File: src/rtl/marmot_wb_pkg.sv
// Shared types and constants for the Marmot Wishbone initiator.
package marmot_wb_pkg;

    localparam int WB_ADR_W = 32;
    localparam int WB_DAT_W = 32;
    localparam int WB_SEL_W = 4;
    localparam int TO_CNT_W = 16;

    localparam logic [WB_DAT_W-1:0] ERR_DATA_DEFAULT = 32'hDEAD_BEEF;

    typedef enum logic [1:0] {
        IDLE = 2'd0,
        BUS  = 2'd1,
        RESP = 2'd2
    } wb_state_e;

    // Writes always report zero data; reads pass the supplied word through.
    function automatic logic [WB_DAT_W-1:0] rsp_data(input logic we,
                                                     input logic [WB_DAT_W-1:0] rd);
        logic [WB_DAT_W-1:0] res;
        if (we) begin
            res = {WB_DAT_W{1'b0}};
        end else begin
            res = rd;
        end
        return res;
    endfunction

endpackage

File: src/rtl/marmot_wb_initiator_if.sv
// Wishbone classic bus bundle between the initiator and the user-project slave.
interface marmot_wb_initiator_if;
    import marmot_wb_pkg::*;

    logic                cyc;
    logic                stb;
    logic                we;
    logic [WB_SEL_W-1:0] sel;
    logic [WB_ADR_W-1:0] adr;
    logic [WB_DAT_W-1:0] dat_o;
    logic [WB_DAT_W-1:0] dat_i;
    logic                ack;

    modport master (
        output cyc, stb, we, sel, adr, dat_o,
        input  dat_i, ack
    );

    modport slave (
        input  cyc, stb, we, sel, adr, dat_o,
        output dat_i, ack
    );

endinterface

File: src/rtl/marmot_wb_timeout.sv
// Saturating cycle counter that flags when a bus cycle has waited `limit` cycles.
// A limit of zero never expires.
module marmot_wb_timeout
    import marmot_wb_pkg::*;
(
    input  logic                clk,
    input  logic                rst_n,
    input  logic                clr,
    input  logic                en,
    input  logic [TO_CNT_W-1:0] limit,
    output logic                expired
);

    logic [TO_CNT_W-1:0] cnt_q;
    logic [TO_CNT_W-1:0] cnt_d;

    // Next count: clear wins, otherwise count up and stick at all-ones.
    always_comb begin
        cnt_d = cnt_q;
        if (clr) begin
            cnt_d = {TO_CNT_W{1'b0}};
        end else if (en && (cnt_q != {TO_CNT_W{1'b1}})) begin
            cnt_d = cnt_q + 16'd1;
        end else begin
            cnt_d = cnt_q;
        end
    end

    // Counter register with synchronous active-low reset.
    always_ff @(posedge clk) begin
        if (!rst_n) begin
            cnt_q <= {TO_CNT_W{1'b0}};
        end else begin
            cnt_q <= cnt_d;
        end
    end

    assign expired = (limit != 16'd0) && (cnt_q == (limit - 16'd1));

endmodule

File: src/rtl/marmot_wb_initiator.sv
// Wishbone classic single-transfer initiator: one bus cycle per accepted
// command, one response per bus cycle, with a timeout so a silent slave
// produces an error response instead of a hang.
module marmot_wb_initiator
    import marmot_wb_pkg::*;
#(
    parameter int unsigned          TIMEOUT_CYCLES = 255,
    parameter logic [WB_DAT_W-1:0]  ERR_DATA       = ERR_DATA_DEFAULT
) (
    input  logic                   clk,
    input  logic                   rst_n,
    input  logic                   cmd_valid,
    output logic                   cmd_ready,
    input  logic                   cmd_we,
    input  logic [WB_ADR_W-1:0]    cmd_adr,
    input  logic [WB_DAT_W-1:0]    cmd_dat,
    input  logic [WB_SEL_W-1:0]    cmd_sel,
    output logic                   rsp_valid,
    input  logic                   rsp_ready,
    output logic [WB_DAT_W-1:0]    rsp_dat,
    output logic                   rsp_err,
    marmot_wb_initiator_if.master  wb
);

    localparam logic [TO_CNT_W-1:0] TO_LIMIT = TO_CNT_W'(TIMEOUT_CYCLES);

    wb_state_e           state_q,     state_d;
    logic                cmd_ready_q, cmd_ready_d;
    logic                cyc_q,       cyc_d;
    logic                stb_q,       stb_d;
    logic                we_q,        we_d;
    logic [WB_SEL_W-1:0] sel_q,       sel_d;
    logic [WB_ADR_W-1:0] adr_q,       adr_d;
    logic [WB_DAT_W-1:0] dat_q,       dat_d;
    logic                rsp_valid_q, rsp_valid_d;
    logic                rsp_err_q,   rsp_err_d;
    logic [WB_DAT_W-1:0] rsp_dat_q,   rsp_dat_d;
    logic                to_expired_s;

    // The timeout only runs while a bus cycle is open; any other state rearms it.
    marmot_wb_timeout u_timeout (
        .clk     (clk),
        .rst_n   (rst_n),
        .clr     (state_q != BUS),
        .en      (state_q == BUS),
        .limit   (TO_LIMIT),
        .expired (to_expired_s)
    );

    // Next-state and datapath decode; every register holds unless a branch moves it.
    always_comb begin
        state_d     = state_q;
        cyc_d       = cyc_q;
        stb_d       = stb_q;
        we_d        = we_q;
        sel_d       = sel_q;
        adr_d       = adr_q;
        dat_d       = dat_q;
        rsp_valid_d = rsp_valid_q;
        rsp_err_d   = rsp_err_q;
        rsp_dat_d   = rsp_dat_q;

        case (state_q)
            IDLE: begin
                if (cmd_valid && cmd_ready_q) begin
                    we_d    = cmd_we;
                    sel_d   = cmd_sel;
                    adr_d   = cmd_adr;
                    dat_d   = cmd_dat;
                    cyc_d   = 1'b1;
                    stb_d   = 1'b1;
                    state_d = BUS;
                end else begin
                    state_d = IDLE;
                end
            end
            BUS: begin
                // Ack is checked first so a late ack beats the timeout.
                if (wb.ack) begin
                    rsp_dat_d   = rsp_data(we_q, wb.dat_i);
                    rsp_err_d   = 1'b0;
                    rsp_valid_d = 1'b1;
                    cyc_d       = 1'b0;
                    stb_d       = 1'b0;
                    state_d     = RESP;
                end else if (to_expired_s) begin
                    rsp_dat_d   = rsp_data(we_q, ERR_DATA);
                    rsp_err_d   = 1'b1;
                    rsp_valid_d = 1'b1;
                    cyc_d       = 1'b0;
                    stb_d       = 1'b0;
                    state_d     = RESP;
                end else begin
                    state_d = BUS;
                end
            end
            RESP: begin
                // Ack is ignored here, absorbing a registered slave's trailing ack.
                if (rsp_ready) begin
                    rsp_valid_d = 1'b0;
                    state_d     = IDLE;
                end else begin
                    state_d = RESP;
                end
            end
            default: begin
                cyc_d       = 1'b0;
                stb_d       = 1'b0;
                rsp_valid_d = 1'b0;
                state_d     = IDLE;
            end
        endcase

        cmd_ready_d = (state_d == IDLE);
    end

    // State and output registers; reset abandons any open cycle without a response.
    always_ff @(posedge clk) begin
        if (!rst_n) begin
            state_q     <= IDLE;
            cmd_ready_q <= 1'b0;
            cyc_q       <= 1'b0;
            stb_q       <= 1'b0;
            we_q        <= 1'b0;
            sel_q       <= 4'h0;
            adr_q       <= 32'h0000_0000;
            dat_q       <= 32'h0000_0000;
            rsp_valid_q <= 1'b0;
            rsp_err_q   <= 1'b0;
            rsp_dat_q   <= 32'h0000_0000;
        end else begin
            state_q     <= state_d;
            cmd_ready_q <= cmd_ready_d;
            cyc_q       <= cyc_d;
            stb_q       <= stb_d;
            we_q        <= we_d;
            sel_q       <= sel_d;
            adr_q       <= adr_d;
            dat_q       <= dat_d;
            rsp_valid_q <= rsp_valid_d;
            rsp_err_q   <= rsp_err_d;
            rsp_dat_q   <= rsp_dat_d;
        end
    end

    assign cmd_ready = cmd_ready_q;
    assign rsp_valid = rsp_valid_q;
    assign rsp_err   = rsp_err_q;
    assign rsp_dat   = rsp_dat_q;
    assign wb.cyc    = cyc_q;
    assign wb.stb    = stb_q;
    assign wb.we     = we_q;
    assign wb.sel    = sel_q;
    assign wb.adr    = adr_q;
    assign wb.dat_o  = dat_q;

endmodule

File: src/flat_wrapper.sv
// flat-port wrapper written by rule: the top's interface ports become plain ports
module marmot_wb_initiator_flat import marmot_wb_pkg::*;
#(
    parameter int unsigned          TIMEOUT_CYCLES = 255,
    parameter logic [WB_DAT_W-1:0]  ERR_DATA       = ERR_DATA_DEFAULT
)
  (clk, rst_n, cmd_valid, cmd_ready, cmd_we, cmd_adr, cmd_dat, cmd_sel, rsp_valid, rsp_ready, rsp_dat, rsp_err, wb_cyc, wb_stb, wb_we, wb_sel, wb_adr, wb_dat_o, wb_dat_i, wb_ack);
  marmot_wb_initiator_if wb_i ();
  input  logic clk;
  input  logic rst_n;
  input  logic cmd_valid;
  output logic cmd_ready;
  input  logic cmd_we;
  input  logic [WB_ADR_W-1:0] cmd_adr;
  input  logic [WB_DAT_W-1:0] cmd_dat;
  input  logic [WB_SEL_W-1:0] cmd_sel;
  output logic rsp_valid;
  input  logic rsp_ready;
  output logic [WB_DAT_W-1:0] rsp_dat;
  output logic rsp_err;
  output wire logic [$bits(wb_i.cyc)-1:0] wb_cyc;
  output wire logic [$bits(wb_i.stb)-1:0] wb_stb;
  output wire logic [$bits(wb_i.we)-1:0] wb_we;
  output wire logic [$bits(wb_i.sel)-1:0] wb_sel;
  output wire logic [$bits(wb_i.adr)-1:0] wb_adr;
  output wire logic [$bits(wb_i.dat_o)-1:0] wb_dat_o;
  input wire logic [$bits(wb_i.dat_i)-1:0] wb_dat_i;
  input wire logic [$bits(wb_i.ack)-1:0] wb_ack;
  assign wb_cyc = wb_i.cyc;
  assign wb_stb = wb_i.stb;
  assign wb_we = wb_i.we;
  assign wb_sel = wb_i.sel;
  assign wb_adr = wb_i.adr;
  assign wb_dat_o = wb_i.dat_o;
  assign wb_i.dat_i = wb_dat_i;
  assign wb_i.ack = wb_ack;
  marmot_wb_initiator #(.TIMEOUT_CYCLES(TIMEOUT_CYCLES), .ERR_DATA(ERR_DATA)) u_core (.clk(clk), .rst_n(rst_n), .cmd_valid(cmd_valid), .cmd_ready(cmd_ready), .cmd_we(cmd_we), .cmd_adr(cmd_adr), .cmd_dat(cmd_dat), .cmd_sel(cmd_sel), .rsp_valid(rsp_valid), .rsp_ready(rsp_ready), .rsp_dat(rsp_dat), .rsp_err(rsp_err), .wb(wb_i));
endmodule
File: config.mk
export PLATFORM = sky130hd
export DESIGN_NAME = marmot_wb_initiator_flat
export DESIGN_NICKNAME = d
export VERILOG_FILES = /design/src/rtl/marmot_wb_pkg.sv /design/src/rtl/marmot_wb_initiator_if.sv /design/src/rtl/marmot_wb_timeout.sv /design/src/rtl/marmot_wb_initiator.sv /design/src/flat_wrapper.sv
export SDC_FILE = /design/constraint.sdc
export NUM_CORES = 1
export LEC_CHECK = 0
export CORE_ASPECT_RATIO = 1.5
export CORE_MARGIN = 2
export CORE_UTILIZATION = 43
export CTS_BUF_LIST = sky130_fd_sc_hd__clkbuf_16
export DETAILED_ROUTE_END_ITERATION = 8
export PLACE_DENSITY_LB_ADDON = 0.15
export SLEW_MARGIN = 20
export SYNTH_ARGS = -nofsm -noshare
export SYNTH_HDL_FRONTEND = slang
export SYNTH_SLANG_ARGS = --single-unit
File: constraint.sdc
create_clock -name clk -period 2.3 [get_ports clk]
set_input_delay 0.23 -clock clk [delete_from_list [all_inputs] [get_ports clk]]
set_output_delay 0.23 -clock clk [all_outputs]
set_load 0.02 [all_outputs]
Word-level counts from Yosys, hierarchy flattened. Cells that the tools add are included.

Output and inout port bits: 106. Word-level logic and storage cells: 51. Input port bits: 106. Register bits: 123.

$add $sub $neg: 1. Bitwise gates (word level): 3. Reduce and logical (&&, ||, !) cells: 10. Mux-type cells: 18. Equality and inequality tests: 8.

Operator list (count): $mux 32 (4); $add 16x1->16 const B (1); $eq 16x8->1 const B (1); $ne 16x16->1 const B (1); $mux 1 (8); $mux 2 (3); $pmux 1 s3 (2); $pmux 2 s3 (1); $reduce_and 3->1 (2); $logic_not 2->1 (2); $ne 2x1->1 const B (2); $reduce_and 2->1 (2); $ne 3x2->1 const B (1); $not 1->1 (3); $eq 2x1->1 const B (1); $eq 2x2->1 const B (1); $logic_and 1x1->1 (2); $ne 2x2->1 const B (1); $reduce_bool 2->1 (1); $reduce_or 2->1 (1).

Longest topological paths before layout. Gate-level depths: netlist of run 1.

Depth in word-level cells: 5. Gate-level depth with buffers: 8. Depth with buffers taken out: 6.

By module. From an unflattened synthesis of run 1, not the netlist that was laid out.

Cells, all modules: 603. Area total of the unflattened synthesis: 5187.5 um^2.

By module, submodules not included: marmot_wb_initiator (seq. area each 2142.1 um^2, instances 1, area each 3774.9 um^2, cells an instance 425); marmot_wb_timeout (seq. area each 320.3 um^2, instances 1, area each 1412.6 um^2, cells an instance 178).

Least setup slack after synthesis of run 1. OpenSTA, ideal clock, no wires.

Kind: register -> register. From: reg u_core.u_timeout.cnt_q[0]. To: reg u_core.rsp_dat_q[10], in the netlist u_core.rsp_dat[10]. Required time: 2.230 ns. Path buffers: 1. Period minus slack after synthesis: 1.646 ns. Path slack: 0.654 ns. Stages on the path, launching flop included: 8. Arrival time: 1.576 ns. Library setup time: 0.070 ns. Cell sequence: dfxtp_1 -> inv_1 -> ha_1 -> and4b_1 -> a41oi_1 -> clkbuf_1 -> o21ai_0 -> a21boi_1.

Word-level cells in the longest chain between the ends: 3.

RTL lines: start, declared (line marmot_wb_timeout.sv:14) `logic [TO_CNT_W-1:0] cnt_q;`; start signal, assigned (line marmot_wb_timeout.sv:32) `cnt_q <= {TO_CNT_W{1'b0}};`; start signal, assigned (line marmot_wb_timeout.sv:34) `cnt_q <= cnt_d;`; $eq 16x8->1 (line marmot_wb_timeout.sv:38) `assign expired = (limit != 16'd0) && (cnt_q == (limit - 16'd1));`; $reduce_bool 2->1 (no line); $reduce_and 2->1 (no line); end signal, assigned (line marmot_wb_initiator.sv:142) `rsp_dat_q <= rsp_dat_d;`; end, declared (line marmot_wb_initiator.sv:37) `logic [WB_DAT_W-1:0] rsp_dat_q, rsp_dat_d;`.

No other way between the ends. A chain may end at the register's enable or synchronous reset.

Worst setup path in the final report of run 1.
From: reg u_core.u_timeout.cnt_q[11]. To: reg u_core.rsp_dat_q[6], in the netlist u_core.rsp_dat[6].

The elaborated chain is that of the path after synthesis.

==> flow_summary.ini, run 1 <==
[clocking]
cts_buffers = 17
post_cts_buffers = 0
cts_resized = 0
postCtsHoldBufs = 0
cts_tree = done
path_clk_slew_ns = 0.06
cts_max_level = 4
cts.sinks = 123
clk_latency_ns = 0.41
root_buffer = clkbuf_16
clk_path_buf_depth = 2

[yosys]
synthFlopType = dfxtp_1
async_flop_share = 0
synth_edf_count = 0
synth_seq_cells = 123
synth-seq-area-share = 0.4766
yosysWarnings = 0
synth.most_common_cell = nand2_1
synth.top_cell.area_share = 0.4766
ys_types = 46
syn_avg_cell_area_sq_um = 8.213
synthTopCellsByArea = dfxtp_1, nand2_1, a21boi_0
syn_inst = 629
syn-num-nets = 737
synth.largest_area_cell = dfxtp_1
ys_top_cells_by_count = nand2_1, dfxtp_1, a21boi_0
synth_area_sq_um = 5166

[drt]
drc = 0
wl_per_cell_microns = 15.92
wirelength_microns = 15660
ant_nets = 0
first_pass_iters = 7
via_per_inst = 5.245
drtIter0Drc = 230
vias = 5161

[setup_path]
critPathMaxStageDelay_ns = 0.54
required_ns = 2.59
end_kind = flip-flop
critPathSlowestCell = nor4_1
worstPathMaxFanout = 15
critical_path_class = reg -> reg
start_kind = flip-flop
crit_path_cell_trace = nor4_1, a41oi_2, buf_4, o21ai_0, a21boi_1
worstPathArrival_ns = 2.24

[placed_design]
gp_congestion = 0.9184
port_buffers = 211
pre_cts_slack_ns = 0.4142
dp_cells = 952
dp_hpwl_microns = 10840
place_area_sq_um = 7345

[power]
power.density_nw_per_um2 = 726.2
vdd_drop_max_uv = 552.5
power.leakage_uw = 0.002864

[global_route]
grt-busiest-layer = met2
grt_use_met2 = 0.4176
met3_usage = 0.1057
grt_max_degree = 108
grt.total_usage = 0.2436
overflow = 0
grt_pass1_vias = 5247
antenna_found_initial = 0
grt_pass1_wl_microns = 25060
met1_usage = 0.2510

[layout]
nets = 926
fin_cells = 984
ff_latch_area_sq_um = 2462
synthToLayoutAreaGrowth_pct = 53.94
drive_above_1_share = 0.05776
antenna_cells = 0
multi_input_area_sq_um = 2404
postLayoutCellArea_sq_um = 7953
fill_cells = 945

[sta]
fin_crit_sh = 0.8471
finalCriticalPeriod_ns = 1.948
fin_skew_ns = 0.01148
fmax_mhz = 513.3
rsz0062_at_grt = false
worst_slack_ns = 0.3517
hold_viol = 0
slew_headroom = 0.4245
finalSetupViolCount = 0
timing.final.max_slew_violations = 0
tightest_slew_ns = 0.8633
setup_tns_ns = 0

[floorplanning]
ios = 212
die_w_microns = 93.50
start_util = 0.4366
die_area_sq_um = 12930
core_area_sq_um = 11830
core.rowCount = 49
die_h_microns = 138.2

[run]
drv_cap = 0

[status]
status = finished clean

[hold_path]
worstHoldPathType = in -> reg
-- state kept, by name, summed over array words and instances, names as in the netlist --
signal                  flops
u_core.wb.cyc               1
u_core.rsp_err              1
u_core.rsp_valid            1
u_core.state_q              2
u_core.wb.dat_o            32
u_core.wb.adr              32
u_core.cmd_ready            1
u_core.wb.we                1
u_core.u_timeout.cnt_q     16
u_core.rsp_dat             32
u_core.wb.sel               4
-- logic make-up (layout without fill, tap and decap cells) --
family | count (synthesis) | in the layout | share of synthesized area
AND/OR/NAND/NOR | 238 | 238 | 0.2042
AO/OA/AOI/OAI | 185 | 185 | 0.2473
flip-flops | 123 | 123 | 0.4766
buffers and inverters | 78 | 280 | 0.06127
multiplexers | 3 | 3 | 0.005813
adder cells (fa/ha/maj) | 2 | 2 | 0.004843
-- worst max-delay path: cells and delay by family, from the launching register on --
family          cells  cell delay, ns
compound gates      3            0.63
buf+inv             1            0.29
flops               1            0.37
simple gates        1            0.54
-- power breakdown --
part	internal [uW]	switching, uW
Clock	1790	934
Combinational	401	380
Sequential	2220	47.8
-- path summary, 6_finish.rpt --
| check | start | endpoint | slack [ns] | cells past startpoint |
|---|---|---|---|---|
| max | u_core.u_timeout.cnt_q[11]$_SDFFE_PP0P_ | u_core.rsp_dat[6]$_SDFFE_PN0P_ | 0.35 | 5 |
| min | cmd_dat[16] | u_core.wb.dat_o[16]$_SDFFE_PN0P_ | 0.38 | 3 |
| max reg2reg | u_core.u_timeout.cnt_q[11]$_SDFFE_PP0P_ | u_core.rsp_dat[6]$_SDFFE_PN0P_ | 0.35 | 5 |
| min reg2reg | u_core.wb.dat_o[16]$_SDFFE_PN0P_ | u_core.wb.dat_o[16]$_SDFFE_PN0P_ | 0.46 | 2 |
-- per-layer routing --
metal,part of all wire,vias to the layer above,wire (microns)
met3,0.094,36,1470
met4,0.034,0,538
li1,-,2515,-
met1,0.36,2390,5693
met5,0,-,0
met2,0.51,220,7960
-- cell type report --
type	instances	share of cell area
Inverter	26	0.01227
Tap cell	153	0.02407
Clock buffer	17	0.05349
Timing Repair Buffer	222	0.2753
Clock inverter	15	0.02297
Multi-Input combinational cell	428	0.3022
Sequential cell	123	0.3096
-- metrics by stage --
step / util / total power [uW] / hold WS [ns]
global route: 0.6721 / 6004 / 0.3661
floorplan: - / 2667 / 0.3558
detailed placement: 0.6207 / 3097 / 0.4581
CTS: 0.6721 / 5836 / 0.3603
global placement: 0.6207 / 3080 / 0.4514
finish: 0.6721 / 5775 / 0.3759
-- placed cells by master, fill, tap and decap left out, types with 3 or more instances in the layout --
master / instances
a21boi_0: 75
a21boi_1: 20
a21oi_1: 31
a32o_1: 8
and2_1: 3
and3_1: 3
buf_4: 11
bufinv_16: 4
clkbuf_16: 17
clkdlybuf4s50_1: 210
clkinv_2: 3
dfxtp_1: 123
inv_1: 28
mux2i_1: 3
nand2_1: 161
nand2b_1: 6
nand3_1: 31
nand4_1: 4
nor2_1: 6
nor3_1: 6
o21ai_0: 31
o31ai_1: 3
or4_1: 5
Note: power is estimated with default switching activity, not from simulation.
==> run 2, diff against run 1 <==
Clock period 2.3 ns to 2.05 ns, I/O delays scaled along.
==> run 2 against run 1 <==
Compared with the run above: power is 9.2% higher; global-route usage is 0.084 points higher; sequential share of layout area hardly changed; design area hardly changed; largest cell class unchanged; count of clock-buffer cells in the layout stayed put; routed wire length is 1.3% lower; clock skew is 0.0022 ns lower.
==> flow_summary.ini, run 2 (synthesis gave the netlist of run 1 again) <==
[layout]
fill_cells = 964
mostFrequentLayoutCells = clkdlybuf4s50_1, nand2_1, dfxtp_1
layout_commonest_cell = clkdlybuf4s50_1
nets = 928
drive_above_1_share = 0.05542
postLayoutCellArea_sq_um = 7949
synthToLayoutAreaGrowth_pct = 53.86

[drt]
ant_nets = 0
vias = 5190
wl_per_cell_microns = 15.72
first_pass_iters = 5
wirelength_microns = 15470
via_per_inst = 5.274
drc = 0
drtIter0Drc = 253

[floorplanning]
die_w_microns = 93.50
die_h_microns = 138.2
core_area_sq_um = 11830
start_util = 0.4366
ios = 212
core.rowCount = 49
die_area_sq_um = 12930

[clocking]
path_clk_slew_ns = 0.06
cts_resized = 0
clk_path_buf_depth = 2
post_cts_buffers = 0
root_buffer = clkbuf_16
postCtsHoldBufs = 0
cts.sinks = 123
cts_tree = done
cts_buffers = 17
clk_latency_ns = 0.41
cts_max_level = 4

[sta]
slew_headroom = 0.4022
fin_crit_sh = 0.9149
timing.final.max_slew_violations = 0
finalCriticalPeriod_ns = 1.875
finalSetupViolCount = 0
hold_viol = 0
setup_tns_ns = 0
worst_slack_ns = 0.1745
whs_ns = 0.3523
fin_skew_ns = 0.009295
tightest_slew_ns = 0.8967
rsz0062_at_grt = false
fmax_mhz = 533.2

[setup_path]
critical_path_class = reg -> reg
end_kind = flip-flop
worstPathArrival_ns = 2.21
worstPathMaxFanout = 24
required_ns = 2.38
start_kind = flip-flop
reg2reg_slack_ns = 0.17

[global_route]
grt.total_usage = 0.2444
grt_pass1_wl_microns = 25250
grt_max_degree = 108
antenna_found_initial = 1
grt_pass1_vias = 5205
overflow = 0

[status]
status = finished clean

[run]
drv_cap = 0

[power]
vdd_drop_max_uv = 584.7
power.leakage_uw = 0.002858
power.density_nw_per_um2 = 793.1

[placed_design]
dp_hpwl_microns = 10870
place_area_sq_um = 7385
pre_cts_slack_ns = 0.2366
gp_congestion = 0.7958
port_buffers = 211

[hold_path]
worstHoldPathType = in -> reg
-- run 2: power breakdown --
part / leakage [uW] / internal, uW / switching, uW
sequential: 0.000999 / 2490 / 54.3
combinational: 0.00158 / 457 / 427
clock: 0.000275 / 1860 / 1010
-- run 2: metrics by stage --
step | utilization | power, uW | std cells
4_1_cts | 0.6716 | 6348 | 983
5_1_grt | 0.6718 | 6555 | 984
3_3_place_gp | 0.6241 | 3465 | 954
3_5_place_dp | 0.6241 | 3483 | 954
6_report | 0.6718 | 6304 | 984
2_1_floorplan | - | 2992 | 629
-- run 2: area by class of cell --
| type | count | area (sq um) | share of cell area |
|---|---|---|---|
| Antenna cell | 1 | 2.502 | 0.0003148 |
| Clock buffer | 17 | 425.4 | 0.05352 |
| Clock inverter | 12 | 136.4 | 0.01716 |
| Inverter | 26 | 97.59 | 0.01228 |
| Multi-Input combinational cell | 428 | 2404 | 0.3024 |
| Sequential cell | 123 | 2462 | 0.3098 |
| Tap cell | 153 | 191.4 | 0.02408 |
| Timing Repair Buffer | 224 | 2230 | 0.2805 |
-- run 2: worst paths after layout --
check	startpoint	endpoint	depth (start not counted)
hold reg to reg	u_core.wb.dat_o[18]$_SDFFE_PN0P_	u_core.wb.dat_o[18]$_SDFFE_PN0P_	2
setup reg to reg	u_core.u_timeout.cnt_q[11]$_SDFFE_PP0P_	u_core.rsp_dat[5]$_SDFFE_PN0P_	6
hold / removal	cmd_dat[18]	u_core.wb.dat_o[18]$_SDFFE_PN0P_	3
setup / recovery	u_core.u_timeout.cnt_q[11]$_SDFFE_PP0P_	u_core.rsp_dat[5]$_SDFFE_PN0P_	6
-- run 2: critical path: stages, from the launching register on --
cell,delay [ns]
dfxtp_1,0.37
nor4_1,0.40
buf_4,0.20
a41o_1,0.24
buf_4,0.30
nand3_1,0.13
a21boi_1,0.16
-- run 2: layer usage --
layer	part of all wire	wire length, microns	GRT usage	vias up
met4	0.029	454	0.08746	0
li1	-	-	-	2524
met2	0.51	7892	0.4176	193
met1	0.37	5761	0.2617	2438
met3	0.088	1356	0.1123	35
met5	0	0	0	-
==> run 3, diff against run 2 <==
Settings changed: CORE_UTILIZATION 43 to 40.
Clock period 2.05 ns to 2.04 ns, I/O delays scaled along.
==> run 3 against run 2 <==
Compared with the run above: non-clock buffer count increased by 1; final cell count increased by 0.61%; via count decreased by 0.19%; flip-flop and latch count unchanged; clock power increased by 3%; design area increased by 0.44%; maximum frequency increased by 5.8%; hold slack got worse by 0.0028 ns; combinational power increased by 2%; critical path depth decreased by 2.
==> flow_summary.ini, run 3 (synthesis gave the netlist of run 1 again) <==
[layout]
layout_commonest_cell = clkdlybuf4s50_1
antenna_cells = 0
mostFrequentLayoutCells = clkdlybuf4s50_1, nand2_1, dfxtp_1
nets = 929
synthToLayoutAreaGrowth_pct = 54.54
fill_cells = 1069
utilization = 0.6349
drive_above_1_share = 0.06115

[power]
cellInternalPower_uw = 4866
power_frac_clock = 0.461
p_comb_frac = 0.140
vdd_drop_max_uv = 607.0
power.density_nw_per_um2 = 804.6
power.leakage_uw = 0.002882
switchingPower_uw = 1558
share_seq_of_total_power = 0.399
power_uw = 6424
swShare = 0.2425

[clocking]
root_buffer = clkbuf_16
clk_latency_ns = 0.41
cts_resized = 0
postCtsHoldBufs = 0
cts.sinks = 123
clk_path_buf_depth = 2
cts_tree = done
post_cts_buffers = 0
cts_buffers = 17
cts_max_level = 4
path_clk_slew_ns = 0.06

[run]
drv_cap = 0

[sta]
timing.final.max_slew_violations = 0
slew_headroom = 0.3844
fin_skew_ns = 0.01274
finalCriticalPeriod_ns = 1.773
rsz0062_at_grt = false
whs_ns = 0.3495
finalSetupViolCount = 0
tightest_slew_ns = 0.9233
hold_viol = 0
setup_tns_ns = 0
fmax_mhz = 563.9
fin_crit_sh = 0.8693

[floorplanning]
die_w_microns = 96.79
die_area_sq_um = 13860
core_area_sq_um = 12570
die_h_microns = 143.2
ios = 212
start_util = 0.4108
core.rowCount = 50

[global_route]
antenna_found_initial = 0
grt.total_usage = 0.2218
grt_max_degree = 108
overflow = 0
grt_pass1_vias = 5082
grt_pass1_wl_microns = 24890

[hold_path]
worstHoldPathType = in -> reg

[setup_path]
critical_path_class = reg -> reg
required_ns = 2.38
end_kind = flip-flop
crit_path_cell_trace = nand4_2, a311o_1, or4_1, a21oi_1
worstPathMaxFanout = 6
start_kind = flip-flop
critPathMaxStageDelay_ns = 0.49
critPathSlowestCell = or4_1
worstPathArrival_ns = 2.11

[drt]
via_per_inst = 5.232
first_pass_iters = 5
drc = 0
wl_per_cell_microns = 15.76
vias = 5180
drtIter0Drc = 201
ant_nets = 0
wirelength_microns = 15600

[status]
status = finished clean

[placed_design]
gp_congestion = 0.8152
port_buffers = 211
dp_hpwl_microns = 11010
==> run 3: area by class of cell <==
type | count | area, sq um | area share
clock inverter | 15 | 157.7 | 0.01975
sequential | 123 | 2462 | 0.3084
inverter | 26 | 97.59 | 0.01222
timing repair buffer | 225 | 2250 | 0.2818
clock buffer | 17 | 425.4 | 0.05328
multi-input combinational | 428 | 2396 | 0.3001
tap | 156 | 195.2 | 0.02445
==> run 3: path summary, 6_finish.rpt <==
kind                                     startpoint                                      end  slack [ns]  cells past startpoint
min                                     cmd_dat[18]         u_core.wb.dat_o[18]$_SDFFE_PN0P_        0.35                      3
max          u_core.u_timeout.cnt_q[3]$_SDFFE_PP0P_  u_core.u_timeout.cnt_q[15]$_SDFFE_PP0P_        0.27                      4
min reg2reg        u_core.wb.dat_o[30]$_SDFFE_PN0P_         u_core.wb.dat_o[30]$_SDFFE_PN0P_        0.46                      2
max reg2reg  u_core.u_timeout.cnt_q[3]$_SDFFE_PP0P_  u_core.u_timeout.cnt_q[15]$_SDFFE_PP0P_        0.27                      4
==> run 3: critical path, delay by kind of cell, from the launching register on <==
family	cells	cell delay (ns)
flops	1	0.43
compound gates	2	0.59
simple gates	2	0.68
==> run 3: power groups by stage <==
stage / clock [uW] / sequential, uW / combinational (uW)
floorplan: 0 / 2720 / 285
global placement: 0 / 2610 / 893
detailed placement: 0 / 2610 / 902
CTS: 3020 / 2560 / 908
global route: 3150 / 2570 / 970
finish: 2960 / 2560 / 899
==> run 3: metal layers <==
metal  share of wire  GRT usage  vias up
met1            0.38     0.2360     2412
met5               0          0        -
li1                -          -     2529
met2            0.51     0.3841      206
met3           0.083    0.09251       33
met4           0.030    0.09859        0
==> run 3: stage by stage <==
step,area (sq um),cells,setup slack [ns]
after CTS,7984,990,0.2884
after detailed placement,7401,958,0.3008
after floorplan,5166,629,0.3943
final,7984,990,0.2666
after global placement,7401,958,0.3725
after global routing,7984,990,0.1496
==> variant 1: new RTL, flow settings as in run 3 <==
The 3 states of `wb_state_e` get a one-hot encoding in 3 bits.
--- a/src/rtl/marmot_wb_pkg.sv
+++ b/src/rtl/marmot_wb_pkg.sv
@@ -9,8 +9,8 @@
     localparam logic [WB_DAT_W-1:0] ERR_DATA_DEFAULT = 32'hDEAD_BEEF;
 
-    typedef enum logic [1:0] {
-        IDLE = 2'd0,
-        BUS  = 2'd1,
-        RESP = 2'd2
+    typedef enum logic [2:0] {
+        IDLE = 3'b001,
+        BUS  = 3'b010,
+        RESP = 3'b100
     } wb_state_e;
 
Behaviour: no difference found for any inputs over 10 cycles, from zero or initial values and one cycle with rst_n low; not proved beyond that.
==> variant 1 against run 3 <==
Area after synthesis is 5.7% lower; wire length is 0.33% lower; worst setup slack worse by 180 ps; die area is 5.5% lower; critical path type unchanged; power is 0.95% lower; cell count is 2.4% lower; sequential cell count is 1 higher; final area is 1.4% lower; fmax is 9.2% lower.
==> variant 1: results (changes against run 3) <==
status complete, no violations; Placer Congestion 0.949 (+16%); DRT iter0 DRCs 193 (-4.0%); Seq/Total Area, Yosys 50.9% (+3.3 points); WL final 15.5 mm (-0.33%); worst hold path stage count 3 (unchanged); internal power 4.82 mW (-1.0%); Hold Path Origin cmd_dat[7]; highest fanout seen on the critical path 10 (+4); Worst Hold Endpoint u_core.wb.dat_o[7]; largest cells by area after synthesis dfxtp_1, nand2_1, a21oi_1; FF-to-FF path depth 6 (+2); antenna-violating nets left 0 (unchanged); worst slew pin tran 697 ps (-227 ps); layout cells sized above 1 9.35% (+3.2 points); R2R Path End u_core.u_timeout.cnt_q[6]; DRT Pass-1 Iters 4 (-1); Peak VDD IR 0.612 mV (+0.89%); first-pass GRT wire length 24.4 mm (-2.1%); r2r setup slk 90 ps (-180 ps); leakage power 2.68 nW (-7.0%); Setup Skew 12.6 ps (-0.179 ps); data arrival time of the critical path 2230 ps (+120 ps); nets 908 (-2.3%); vias per cell 5.32 (+1.7%); worst-skew pair later-pin latency 410 ps (about the same); Antenna Cells 0 (unchanged); most frequent cells after synthesis nand2_1, dfxtp_1, a21oi_1, o21ai_0, clkbuf_1; largest net degree at the start of global routing 72 (-33%); gr usage total 23.4% (+1.3 points); syn nets 693 (-6.0%); Placed Area 0.00724 mm^2 (-2.2%); Fill cells 1,005 (-6.0%); Clock Tree Root clkbuf_16; Synth cell types 42 (-8.7%); worst hold slack 339 ps (-10.5 ps); dpl hpwl 11.0 mm (-0.35%); vias in the first global route 5,073 (-0.18%); worst r2r src u_core.u_timeout.cnt_q[5]
variant 1: cell types whose count changed after synthesis, moves of 20 or more:
cell       before  now
a21boi_0       75    0
a21boi_1       20    0
a21oi_1        31  109
inv_1          26    4
nand3_1        32    8
o2111ai_1       1   25
variant 1: metrics by stage:
stage                     utilization (%)  worst slack [ps]  setup TNS, ps  cells
final                                65.9              86.3              0    966
after global routing                 65.9             -2.39          -2.39    966
after CTS                            65.8              26.9              0    965
after detailed placement             60.5             -10.0          -27.2    933
after global placement               60.5              70.4              0    933
after floorplan                         -              59.5              0    585
variant 1: routing by layer:
| layer | up-vias | share of wire, % | track usage (%) |
|---|---|---|---|
| met1 | 2389 | 36 | 24.2 |
| li1 | 2504 | - | - |
| met4 | 0 | 3.8 | 11.6 |
| met2 | 209 | 53 | 40.8 |
| met3 | 38 | 7.6 | 8.80 |
| met5 | - | 0 | 0 |
variant 1: cell families after synthesis:
logic type | synth area share [%]
fa+ha+maj | 0.513
compound gates | 23.3
simple gates | 20.0
buf+inv | 4.72
flops | 50.9
xor+xnor | 0.539
variant 1: how the worst max path moves through the flow:
stage                                     from                         end  slack [ps]  depth (start not counted)
global route         u_core.u_timeout.cnt_q[5]  u_core.u_timeout.cnt_q[11]          -2                          6
finish               u_core.u_timeout.cnt_q[5]   u_core.u_timeout.cnt_q[6]          90                          6
floorplan            u_core.u_timeout.cnt_q[0]          u_core.rsp_dat[10]          60                          7
detailed placement   u_core.u_timeout.cnt_q[0]   u_core.u_timeout.cnt_q[5]         -10                          7
global placement    u_core.u_timeout.cnt_q[11]  u_core.u_timeout.cnt_q[11]          70                          5
CTS                  u_core.u_timeout.cnt_q[0]           u_core.rsp_dat[1]          30                          7
variant 1: critical path: stages, from the launching register on:
cell and delay (ps):
dfxtp_1 400, nand4_1 230, buf_4 220, o41ai_4 530, buf_4 260, or4_1 120, a21oi_1 60
variant 1: cell type report:
| type | instances | area, um^2 | area share, % |
|---|---|---|---|
| clock buffer | 17 | 425 | 5.40 |
| tap | 153 | 191 | 2.43 |
| timing repair buffer | 242 | 2380 | 30.3 |
| multi-input combinational | 409 | 2180 | 27.7 |
| clock inverter | 15 | 189 | 2.40 |
| inverter | 6 | 22.5 | 0.286 |
| sequential | 124 | 2480 | 31.5 |
variant 1: timing repair:
action | 4_1_cts | 5_1_grt
gates resized for setup | 1 | 1
endpoints found under the setup margin | 4 | 29
buffers inserted | 0 | 1
gates cloned | 0 | 0
pin swaps | 0 | 2
variant 1: power by group through the flow:
stage               Sequential, mW  Clock (mW)  Combinational, mW
detailed placement            2.59           0              0.727
floorplan                     2.68           0              0.214
CTS                           2.54        3.14              0.731
global route                  2.55        3.26              0.777
global placement              2.59           0              0.719
finish                        2.54        3.10              0.727
==> variant 2: new RTL, config.mk and constraints of run 3 <==
Without the edit above. Set the package constant `TO_CNT_W` to 12 (it was 16).
--- a/src/rtl/marmot_wb_pkg.sv
+++ b/src/rtl/marmot_wb_pkg.sv
@@ -5,5 +5,5 @@
     localparam int WB_DAT_W = 32;
     localparam int WB_SEL_W = 4;
-    localparam int TO_CNT_W = 16;
+    localparam int TO_CNT_W = 12;
 
     localparam logic [WB_DAT_W-1:0] ERR_DATA_DEFAULT = 32'hDEAD_BEEF;
Formal check against the unedited RTL: no difference found for any inputs over 10 cycles, from zero or initial values and one cycle with rst_n low; that may be too few to reach the edited logic, so the function may still have changed.
==> variant 2 against run 3 <==
Synthesized cell count fell by 3.3%; worst hold slack got worse by 99 ps; worst setup slack improved by 65 ps; die area fell by 2.9%; area after synthesis fell by 3.0%; non-clock buffer count rose by 1; power fell by 3.0%; final area fell by 2.1%; clock skew fell by 3.5 ps; sequential cell count fell by 4; critical path type unchanged; wire length fell by 7.1%.
==> variant 2: results (changes against run 3) <==
status complete, no violations; Clk pwr share 45.8% (-0.3 points); worst hold slack 251 ps (-98.9 ps); Setup Skew 9.25 ps (-3.48 ps); #MultiIn Comb 408 (-4.7%); highest fanout seen on the critical path 34 (+28); Power Clock 2.85 mW (-4%); vias in the first global route 4,673 (-8.0%); placed insts 937 (-2.2%); data arrival time of the critical path 2000 ps (-110 ps); Non-clock buffer share 29.2% (+1.0 points); layout cells sized above 1 9.73% (+3.6 points); metal3 WL 1.08 mm (-17%); leakage power 2.88 nW (about the same); WL final 14.5 mm (-7.1%); bufs w/o clock 226 (+0.44%); Yosys reg bits 119 (-3.3%); gr usage total 21.2% (-0.98 points); first-pass GRT wire length 22.5 mm (-9.6%); Seq. pwr 2.48 mW (-3%); DR WL/cell 15.0 um (-5.0%); largest cells by area after synthesis dfxtp_1, nand2_1, a21boi_0; worst setup margin 331 ps (+64.6 ps); Mapped Cells 608 (-3.3%); Area Overhead vs Synth 56.0%; FF-to-FF path depth 5 (+1)
==> variant 2: cell count changes in the layout (fill, tap and decap cells not counted), sizes merged, moves of 5 or more <==
| cell | change |
|---|---|
| nand4 | +31 |
| a21boi | -26 |
| nand3 | -25 |
| nand2 | +18 |
| a32o | -8 |
| a21oi | -5 |
| nand2b | -5 |
| nor2 | +5 |
==> variant 2: cell families (layout without fill, tap and decap cells) <==
family / count (synthesis) / count (layout) / synth area share (%)
AND/OR/NAND/NOR: 254 / 254 / 22.6
AO/OA/AOI/OAI: 148 / 148 / 21.6
flip-flops: 119 / 119 / 47.5
buffers and inverters: 81 / 285 / 7.06
XOR/XNOR: 3 / 3 / 0.524
adder cells (fa/ha/maj): 2 / 2 / 0.499
multiplexers: 1 / 1 / 0.200
==> variant 2: critical path: cells and delay by family (launching register included) <==
| family | cells | cell delay, ps |
|---|---|---|
| simple gates | 2 | 450 |
| flops | 1 | 440 |
| buf+inv | 1 | 350 |
| compound gates | 2 | 350 |
